$ cat src/rtl/mask_window_threshold_if.sv
// rtl/mask_window_threshold_if.sv - pixel input stream bundle for mask_window_threshold
interface mask_window_threshold_if #(
    parameter int WIDTH    = 8,
    parameter int CHANNELS = 3
);
    logic                      valid_in;
    logic [CHANNELS*WIDTH-1:0] pixel_in;
    logic                      line_start_in;
    logic                      frame_start_in;

    modport master (
        output valid_in,
        output pixel_in,
        output line_start_in,
        output frame_start_in
    );

    modport slave (
        input valid_in,
        input pixel_in,
        input line_start_in,
        input frame_start_in
    );
endinterface

$ cat src/rtl/mask_window_threshold.sv
// rtl/mask_window_threshold.sv - per-channel window threshold, run filter and frame mask count
module mask_window_threshold #(
    parameter int WIDTH    = 8,
    parameter int CHANNELS = 3,
    parameter int RUN_LEN  = 4,
    parameter int COUNT_W  = 20
) (
    input  logic                      clk_in,
    input  logic                      rst_n_in,
    mask_window_threshold_if.slave    pix_if,
    input  logic [CHANNELS*WIDTH-1:0] lower_bound_in,
    input  logic [CHANNELS*WIDTH-1:0] upper_bound_in,
    input  logic [CHANNELS-1:0]       invert_in,
    input  logic                      combine_in,
    input  logic                      bounds_load_in,
    output logic                      valid_out,
    output logic                      mask_out,
    output logic                      raw_mask_out,
    output logic [COUNT_W-1:0]        count_out,
    output logic                      frame_done_out
);
    localparam int CW = CHANNELS * WIDTH;
    localparam int RW = $clog2(RUN_LEN + 1);
    localparam logic [RW-1:0] RUN_MAX = RW'(RUN_LEN);

    // Configuration: active set drives comparison, pending set waits for a frame start
    logic [CW-1:0]       act_lo_q, act_lo_d, act_up_q, act_up_d;
    logic [CHANNELS-1:0] act_inv_q, act_inv_d;
    logic                act_comb_q, act_comb_d;
    logic [CW-1:0]       pend_lo_q, pend_lo_d, pend_up_q, pend_up_d;
    logic [CHANNELS-1:0] pend_inv_q, pend_inv_d;
    logic                pend_comb_q, pend_comb_d;
    logic                pend_flag_q, pend_flag_d;

    // Stage 1
    logic [CHANNELS-1:0] p1_q, p1_d;
    logic                comb1_q, comb1_d;
    logic                v1_q, v1_d, ls1_q, ls1_d, fs1_q, fs1_d;

    // Stage 2
    logic [RW-1:0]       run_q, run_d;
    logic [COUNT_W-1:0]  acc_q, acc_d, count_q, count_d;
    logic                valid_q, valid_d, mask_q, mask_d, raw_q, raw_d, done_q, done_d;

    logic                load_now;
    logic [CW-1:0]       eff_lo, eff_up;
    logic [CHANNELS-1:0] eff_inv;
    logic                eff_comb;
    logic                raw_now, mask_now;
    logic [RW-1:0]       run_next;

    always_comb begin
        // A frame-start pixel compares against the set it promotes
        load_now = pix_if.valid_in && pix_if.frame_start_in && pend_flag_q;
        eff_lo   = load_now ? pend_lo_q   : act_lo_q;
        eff_up   = load_now ? pend_up_q   : act_up_q;
        eff_inv  = load_now ? pend_inv_q  : act_inv_q;
        eff_comb = load_now ? pend_comb_q : act_comb_q;

        act_lo_d   = eff_lo;
        act_up_d   = eff_up;
        act_inv_d  = eff_inv;
        act_comb_d = eff_comb;

        pend_lo_d   = pend_lo_q;
        pend_up_d   = pend_up_q;
        pend_inv_d  = pend_inv_q;
        pend_comb_d = pend_comb_q;
        pend_flag_d = pend_flag_q && !load_now;
        if (bounds_load_in) begin
            pend_lo_d   = lower_bound_in;
            pend_up_d   = upper_bound_in;
            pend_inv_d  = invert_in;
            pend_comb_d = combine_in;
            pend_flag_d = 1'b1;
        end

        p1_d = '0;
        for (int c = 0; c < CHANNELS; c++) begin
            p1_d[c] = ((pix_if.pixel_in[c*WIDTH +: WIDTH] >  eff_lo[c*WIDTH +: WIDTH]) &&
                       (pix_if.pixel_in[c*WIDTH +: WIDTH] <= eff_up[c*WIDTH +: WIDTH])) ^ eff_inv[c];
        end
        comb1_d = eff_comb;
        v1_d    = pix_if.valid_in;
        ls1_d   = pix_if.line_start_in;
        fs1_d   = pix_if.frame_start_in;

        raw_now = comb1_q ? (|p1_q) : (&p1_q);
        if (ls1_q || fs1_q) begin
            run_next = raw_now ? RW'(1) : '0;
        end else if (!raw_now) begin
            run_next = '0;
        end else begin
            run_next = (run_q == RUN_MAX) ? RUN_MAX : run_q + RW'(1);
        end
        mask_now = raw_now && (run_next == RUN_MAX);

        run_d   = run_q;
        acc_d   = acc_q;
        count_d = count_q;
        valid_d = v1_q;
        raw_d   = 1'b0;
        mask_d  = 1'b0;
        done_d  = 1'b0;
        if (v1_q) begin
            run_d  = run_next;
            raw_d  = raw_now;
            mask_d = mask_now;
            if (fs1_q) begin
                count_d = acc_q;
                done_d  = 1'b1;
                acc_d   = COUNT_W'(mask_now);
            end else if (mask_now && (acc_q != {COUNT_W{1'b1}})) begin
                acc_d = acc_q + COUNT_W'(1);
            end
        end
    end

    always_ff @(posedge clk_in or negedge rst_n_in) begin
        if (!rst_n_in) begin
            act_lo_q    <= '0;
            act_up_q    <= '1;
            act_inv_q   <= '0;
            act_comb_q  <= 1'b0;
            pend_lo_q   <= '0;
            pend_up_q   <= '1;
            pend_inv_q  <= '0;
            pend_comb_q <= 1'b0;
            pend_flag_q <= 1'b0;
            p1_q        <= '0;
            comb1_q     <= 1'b0;
            v1_q        <= 1'b0;
            ls1_q       <= 1'b0;
            fs1_q       <= 1'b0;
            run_q       <= '0;
            acc_q       <= '0;
            count_q     <= '0;
            valid_q     <= 1'b0;
            mask_q      <= 1'b0;
            raw_q       <= 1'b0;
            done_q      <= 1'b0;
        end else begin
            act_lo_q    <= act_lo_d;
            act_up_q    <= act_up_d;
            act_inv_q   <= act_inv_d;
            act_comb_q  <= act_comb_d;
            pend_lo_q   <= pend_lo_d;
            pend_up_q   <= pend_up_d;
            pend_inv_q  <= pend_inv_d;
            pend_comb_q <= pend_comb_d;
            pend_flag_q <= pend_flag_d;
            p1_q        <= p1_d;
            comb1_q     <= comb1_d;
            v1_q        <= v1_d;
            ls1_q       <= ls1_d;
            fs1_q       <= fs1_d;
            run_q       <= run_d;
            acc_q       <= acc_d;
            count_q     <= count_d;
            valid_q     <= valid_d;
            mask_q      <= mask_d;
            raw_q       <= raw_d;
            done_q      <= done_d;
        end
    end

    assign valid_out      = valid_q;
    assign mask_out       = mask_q;
    assign raw_mask_out   = raw_q;
    assign count_out      = count_q;
    assign frame_done_out = done_q;
endmodule

$ cat src/flat_wrapper.sv
// flat-port wrapper written by rule: the top's interface ports become plain ports
module mask_window_threshold_flat 
#(
    parameter int WIDTH    = 8,
    parameter int CHANNELS = 3,
    parameter int RUN_LEN  = 4,
    parameter int COUNT_W  = 20
)
  (clk_in, rst_n_in, lower_bound_in, upper_bound_in, invert_in, combine_in, bounds_load_in, valid_out, mask_out, raw_mask_out, count_out, frame_done_out, pix_if_valid_in, pix_if_pixel_in, pix_if_line_start_in, pix_if_frame_start_in);
  mask_window_threshold_if #(.WIDTH(WIDTH), .CHANNELS(CHANNELS)) pix_if_i ();
  input  logic clk_in;
  input  logic rst_n_in;
  input  logic [CHANNELS*WIDTH-1:0] lower_bound_in;
  input  logic [CHANNELS*WIDTH-1:0] upper_bound_in;
  input  logic [CHANNELS-1:0] invert_in;
  input  logic combine_in;
  input  logic bounds_load_in;
  output logic valid_out;
  output logic mask_out;
  output logic raw_mask_out;
  output logic [COUNT_W-1:0] count_out;
  output logic frame_done_out;
  input wire logic [$bits(pix_if_i.valid_in)-1:0] pix_if_valid_in;
  input wire logic [$bits(pix_if_i.pixel_in)-1:0] pix_if_pixel_in;
  input wire logic [$bits(pix_if_i.line_start_in)-1:0] pix_if_line_start_in;
  input wire logic [$bits(pix_if_i.frame_start_in)-1:0] pix_if_frame_start_in;
  assign pix_if_i.valid_in = pix_if_valid_in;
  assign pix_if_i.pixel_in = pix_if_pixel_in;
  assign pix_if_i.line_start_in = pix_if_line_start_in;
  assign pix_if_i.frame_start_in = pix_if_frame_start_in;
  mask_window_threshold #(.WIDTH(WIDTH), .CHANNELS(CHANNELS), .RUN_LEN(RUN_LEN), .COUNT_W(COUNT_W)) u_core (.clk_in(clk_in), .rst_n_in(rst_n_in), .pix_if(pix_if_i), .lower_bound_in(lower_bound_in), .upper_bound_in(upper_bound_in), .invert_in(invert_in), .combine_in(combine_in), .bounds_load_in(bounds_load_in), .valid_out(valid_out), .mask_out(mask_out), .raw_mask_out(raw_mask_out), .count_out(count_out), .frame_done_out(frame_done_out));
endmodule
$ cat config.mk
export PLATFORM = sky130hd
export DESIGN_NAME = mask_window_threshold_flat
export DESIGN_NICKNAME = d
export VERILOG_FILES = /design/src/rtl/mask_window_threshold_if.sv /design/src/rtl/mask_window_threshold.sv /design/src/flat_wrapper.sv
export SDC_FILE = /design/constraint.sdc
export NUM_CORES = 1
export LEC_CHECK = 0
export ABC_CLOCK_PERIOD_IN_PS = 4400
export BUFFER_PORTS_ARGS = -buffer_cell sky130_fd_sc_hd__clkbuf_2
export CORE_MARGIN = 4
export CORE_UTILIZATION = 60
export DETAILED_ROUTE_END_ITERATION = 8
export GPL_ROUTABILITY_DRIVEN = 0
export GPL_TIMING_DRIVEN = 0
export PLACE_DENSITY_LB_ADDON = 0.25
export REMOVE_ABC_BUFFERS = 1
export SLEW_MARGIN = 5
export SYNTH_ARGS = -nofsm -noshare
export SYNTH_HDL_FRONTEND = slang
export SYNTH_SLANG_ARGS = --single-unit
$ cat constraint.sdc
create_clock -name clk_in -period 4.4 [get_ports clk_in]
set_clock_uncertainty 0.2 [all_clocks]
set_input_delay 0.22 -clock clk_in [delete_from_list [all_inputs] [get_ports clk_in]]
set_output_delay 0.22 -clock clk_in [all_outputs]
set_load 0.02 [all_outputs]
==> run_results.csv <==
group,metric,value,unit
outcome,outcome,"complete, no violations",
worst_setup_path,crit_fanout,27,
worst_setup_path,cp.arrival,3.23,ns
floorplan,row_count,40,
placement,dp.final_hpwl,10490,microns
sta,setup_viol,0,
sta,max_slew.worst_pin.slew,0.9146,ns
finish,layout_cells_sized_above_1,0.3108,
sta,slew_viol_final,0,
finish,layout-area-overhead-vs-synth,23.74,%
routing,post-route-drc-count,0,
global_route,grt_pass1_wl,27530,microns
floorplan,floorplan.die.height,120.2,microns
pwr,powerDensity,407.3,nW/um^2
global_route,first_global_vias,5824,
routing,dr_total_vias,5436,
pwr,power.static_leakage,0.004603,uW
clock_network,clk-insertion-delay-late,0.42,ns
routing,dr.pass1.iters,5,
worst_hold_path,holdCritPathClass,"in -> reg",
pwr,power.ir.vdd_worst,321.5,uV
floorplan,fp.dieArea,14440,sq um
worst_setup_path,regToRegStartpoint,"u_core.pend_flag_q",
global_route,grt_start_max_net_pins,81,
clock_network,clockBufferDepth,2,
sta,accumulated_negative_setup_slack,0,ns
global_route,antenna_found_initial,0,
finish,finalNonFillerCells,982,
yosys,syn-mean-instance-area,11.74,sq um
pwr,power.clock.fraction,0.339,
clock_network,tritoncts,"done",
routing,routed_wirelength,16020,microns
yosys,mapped_cells,643,
worst_setup_path,critPathLaunch,"pix_if_frame_start_in",
sta,rsz0062_at_grt,"false",
worst_setup_path,setup.worst_path.end_class,"register",
finish,finalCoreUtilization,0.7679,
floorplan,fp.dieW,120.2,microns
yosys,synth.lib_cells_used.distinct,55,
sta,finalCritPeriodShare,0.7024,
yosys,synth_top_cell_area_share,0.3647,
finish,n_antenna_cell,0,
global_route,overflow,0,
yosys,synthArstFlopShare,1.000,
placement,place.detailed.instances,893,
yosys,synth_enable_flop_cells,0,
pwr,power_switching_share,0.2616,
yosys,yosys-top-cells-area,"dfrtp_1, dfstp_2, mux2_2",
worst_setup_path,timing_worst_setup_path_type,"in -> reg",
clock_network,tritoncts_num_sinks,158,
clock_network,tritoncts.num_buffers,17,
floorplan,i_o_pins,106,
worst_setup_path,cp-start-kind,"input pin",
yosys,yosys.area.top_type,"dfrtp_1",
yosys,synth.yosys.seq_area_share,0.5318,
sta,final_period_minus_worst_setup_slack,3.091,ns
finish,layout_net_count,934,
yosys,synth.cell_area,7547,sq um
worst_hold_path,startpoint_of_the_most_critical_hold_path,"bounds_load_in",
routing,route.detailed.wl_per_inst,16.31,microns
pwr,cell_internal_pwr,2809,uW
routing,drt-vias-per-instance,5.536,
pwr,power.share.sequential,0.467,
sta,fmax,323.6,MHz
clock_network,clk_pin_slew_worst_paths,0.06,ns
clock_network,clock_tree.root_cell,"clkbuf_16",
floorplan,initial_core_util,0.6206,
floorplan,core-area,12160,sq um
global_route,grt_util_all_layers,0.2396,
pwr,comb_power_share,0.194,
yosys,ys.flop_type,"dfrtp_1",
placement,placement.io_buffers,105,
sta,timing_hold_violations_final,0,
routing,drtAntennaViolNets,0,
run,maxCapViolCount,0,
finish,n_fill_cell,778,
yosys,synthesis.yosys.warnings,0,
clock_network,cts-htree-levels,4,
yosys,postSynthRegisterBits,158,
worst_setup_path,cp.required,4.54,ns
sta,timing.max_slew.rel_slack,0.3865,
routing,drt-initial-drc-count,316,
pwr,switchingPower,995.1,uW
==> power groups by stage <==
stage	combinational (uW)	sequential, uW	clock [uW]
after CTS	730	1770	1310
after global placement	633	1780	0
after detailed placement	682	1800	0
after floorplan	468	1770	0
after global routing	826	1800	1380
final	737	1780	1290
==> per-stage QoR <==
stage	cell area, sq um	power [uW]	setup WS, ns	hold slack, ns
finish	9339	3804	1.309	0.1688
global route	9339	4005	1.146	0.1678
CTS	9319	3817	1.344	0.2187
detailed placement	8244	2478	1.445	0.09880
global placement	8175	2416	-0.7262	0.1315
floorplan	7440	2242	0.3011	-0.2756
==> synthesized netlist by cell type (3+ instances only) <==
library cell / instances
dfrtp_1: 110
nand2_1: 72
mux2_2: 68
inv_1: 52
ha_1: 51
dfstp_2: 48
mux2i_1: 37
a21oi_1: 35
nand3_1: 18
nand4_1: 17
clkbuf_1: 15
o21ai_0: 12
o31ai_1: 11
or4_1: 10
nor2_1: 9
o211ai_1: 7
a211o_1: 6
a21o_1: 6
nor2b_1: 5
a211oi_1: 4
buf_2: 4
or3_1: 4
buf_1: 3
==> kinds of logic (layout without fill, tap and decap cells) <==
kind of cell	Yosys count	count (layout)	synth area share
flops	158	158	0.5318
simple gates	155	155	0.1073
mux	105	105	0.1505
compound gates	92	92	0.08057
buf+inv	78	249	0.04061
fa+ha+maj	51	51	0.08455
xor+xnor	4	4	0.004643
==> area by class of cell <==
class	count	area (sq um)	share of cell area
clock buffer	30	504.2	0.05399
sequential	158	4014	0.4298
timing repair buffer	164	1162	0.1245
inverter	53	198.9	0.02130
clock inverter	2	10.01	0.001072
multi-input combinational	407	3239	0.3469
tap	168	210.2	0.02251
==> timing repair <==
item	4_1_cts	5_1_grt
hold buffers	56	0
buffers inserted	0	0
gates resized for setup	0	0
endpoints found under the hold margin	105	0
==> worst paths after layout <==
check	slack [ns]	depth (start not counted)	end
worst max-delay path	1.31	12	u_core.p1_q[0]
worst min register to register	0.27	2	u_core.count_out[17]
max in group asynchronous	2.97	3	u_core.act_up_q[22]
worst max register to register	1.43	10	u_core.p1_q[0]
worst min-delay path	0.17	2	u_core.pend_lo_q[1]
min in group asynchronous	0.21	2	u_core.pend_lo_q[13]
==> layer usage <==
layer | global-route usage | part of all wire | vias to the layer above | wire, microns
li1 | - | - | 2610 | -
met2 | 0.4067 | 0.52 | 125 | 8393
met1 | 0.2877 | 0.41 | 2660 | 6490
met5 | 0 | 0 | - | 0
met4 | 0.1081 | 0.031 | 0 | 491
met3 | 0.06032 | 0.040 | 41 | 641
==> flip-flops by register name (all words and copies together), names as in the netlist, 3 cells and up <==
name               count
u_core.act_up_q       24
u_core.pend_up_q      24
u_core.acc_q          20
u_core.act_inv_q       3
u_core.p1_q            3
u_core.pend_lo_q      24
u_core.pend_inv_q      3
u_core.count_out      20
u_core.act_lo_q       24
u_core.run_q           3
==> cell usage in the layout, fill, tap and decap left out, types with 6 or more instances in the layout <==
cell type and n:
clkbuf_2 103, clkbuf_1 10, a211o_1 6, nand4_1 17
o211ai_1 7, ha_1 51, o21ai_0 12, mux2i_1 37
a21oi_1 35, inv_1 52, dfrtp_1 110, nor2_1 9
a21o_1 6, nand3_1 17, o31ai_1 11, nand2_1 72
dfstp_2 48, mux2_2 68, or4_1 10, dlygate4sd3_1 56
clkbuf_16 17
==> worst max-delay path, stage by stage <==
cell and delay [ns]:
dlygate4sd3_1 0.55, clkbuf_2 0.16, nand3_4 0.40, buf_12 0.36, mux2_2 0.27, inv_1 0.05, ha_1 0.28, nand4_1 0.13
nor2_1 0.19, a21oi_1 0.06, nor4bb_1 0.38, xor2_1 0.18
(Power assumes the default switching activity.)
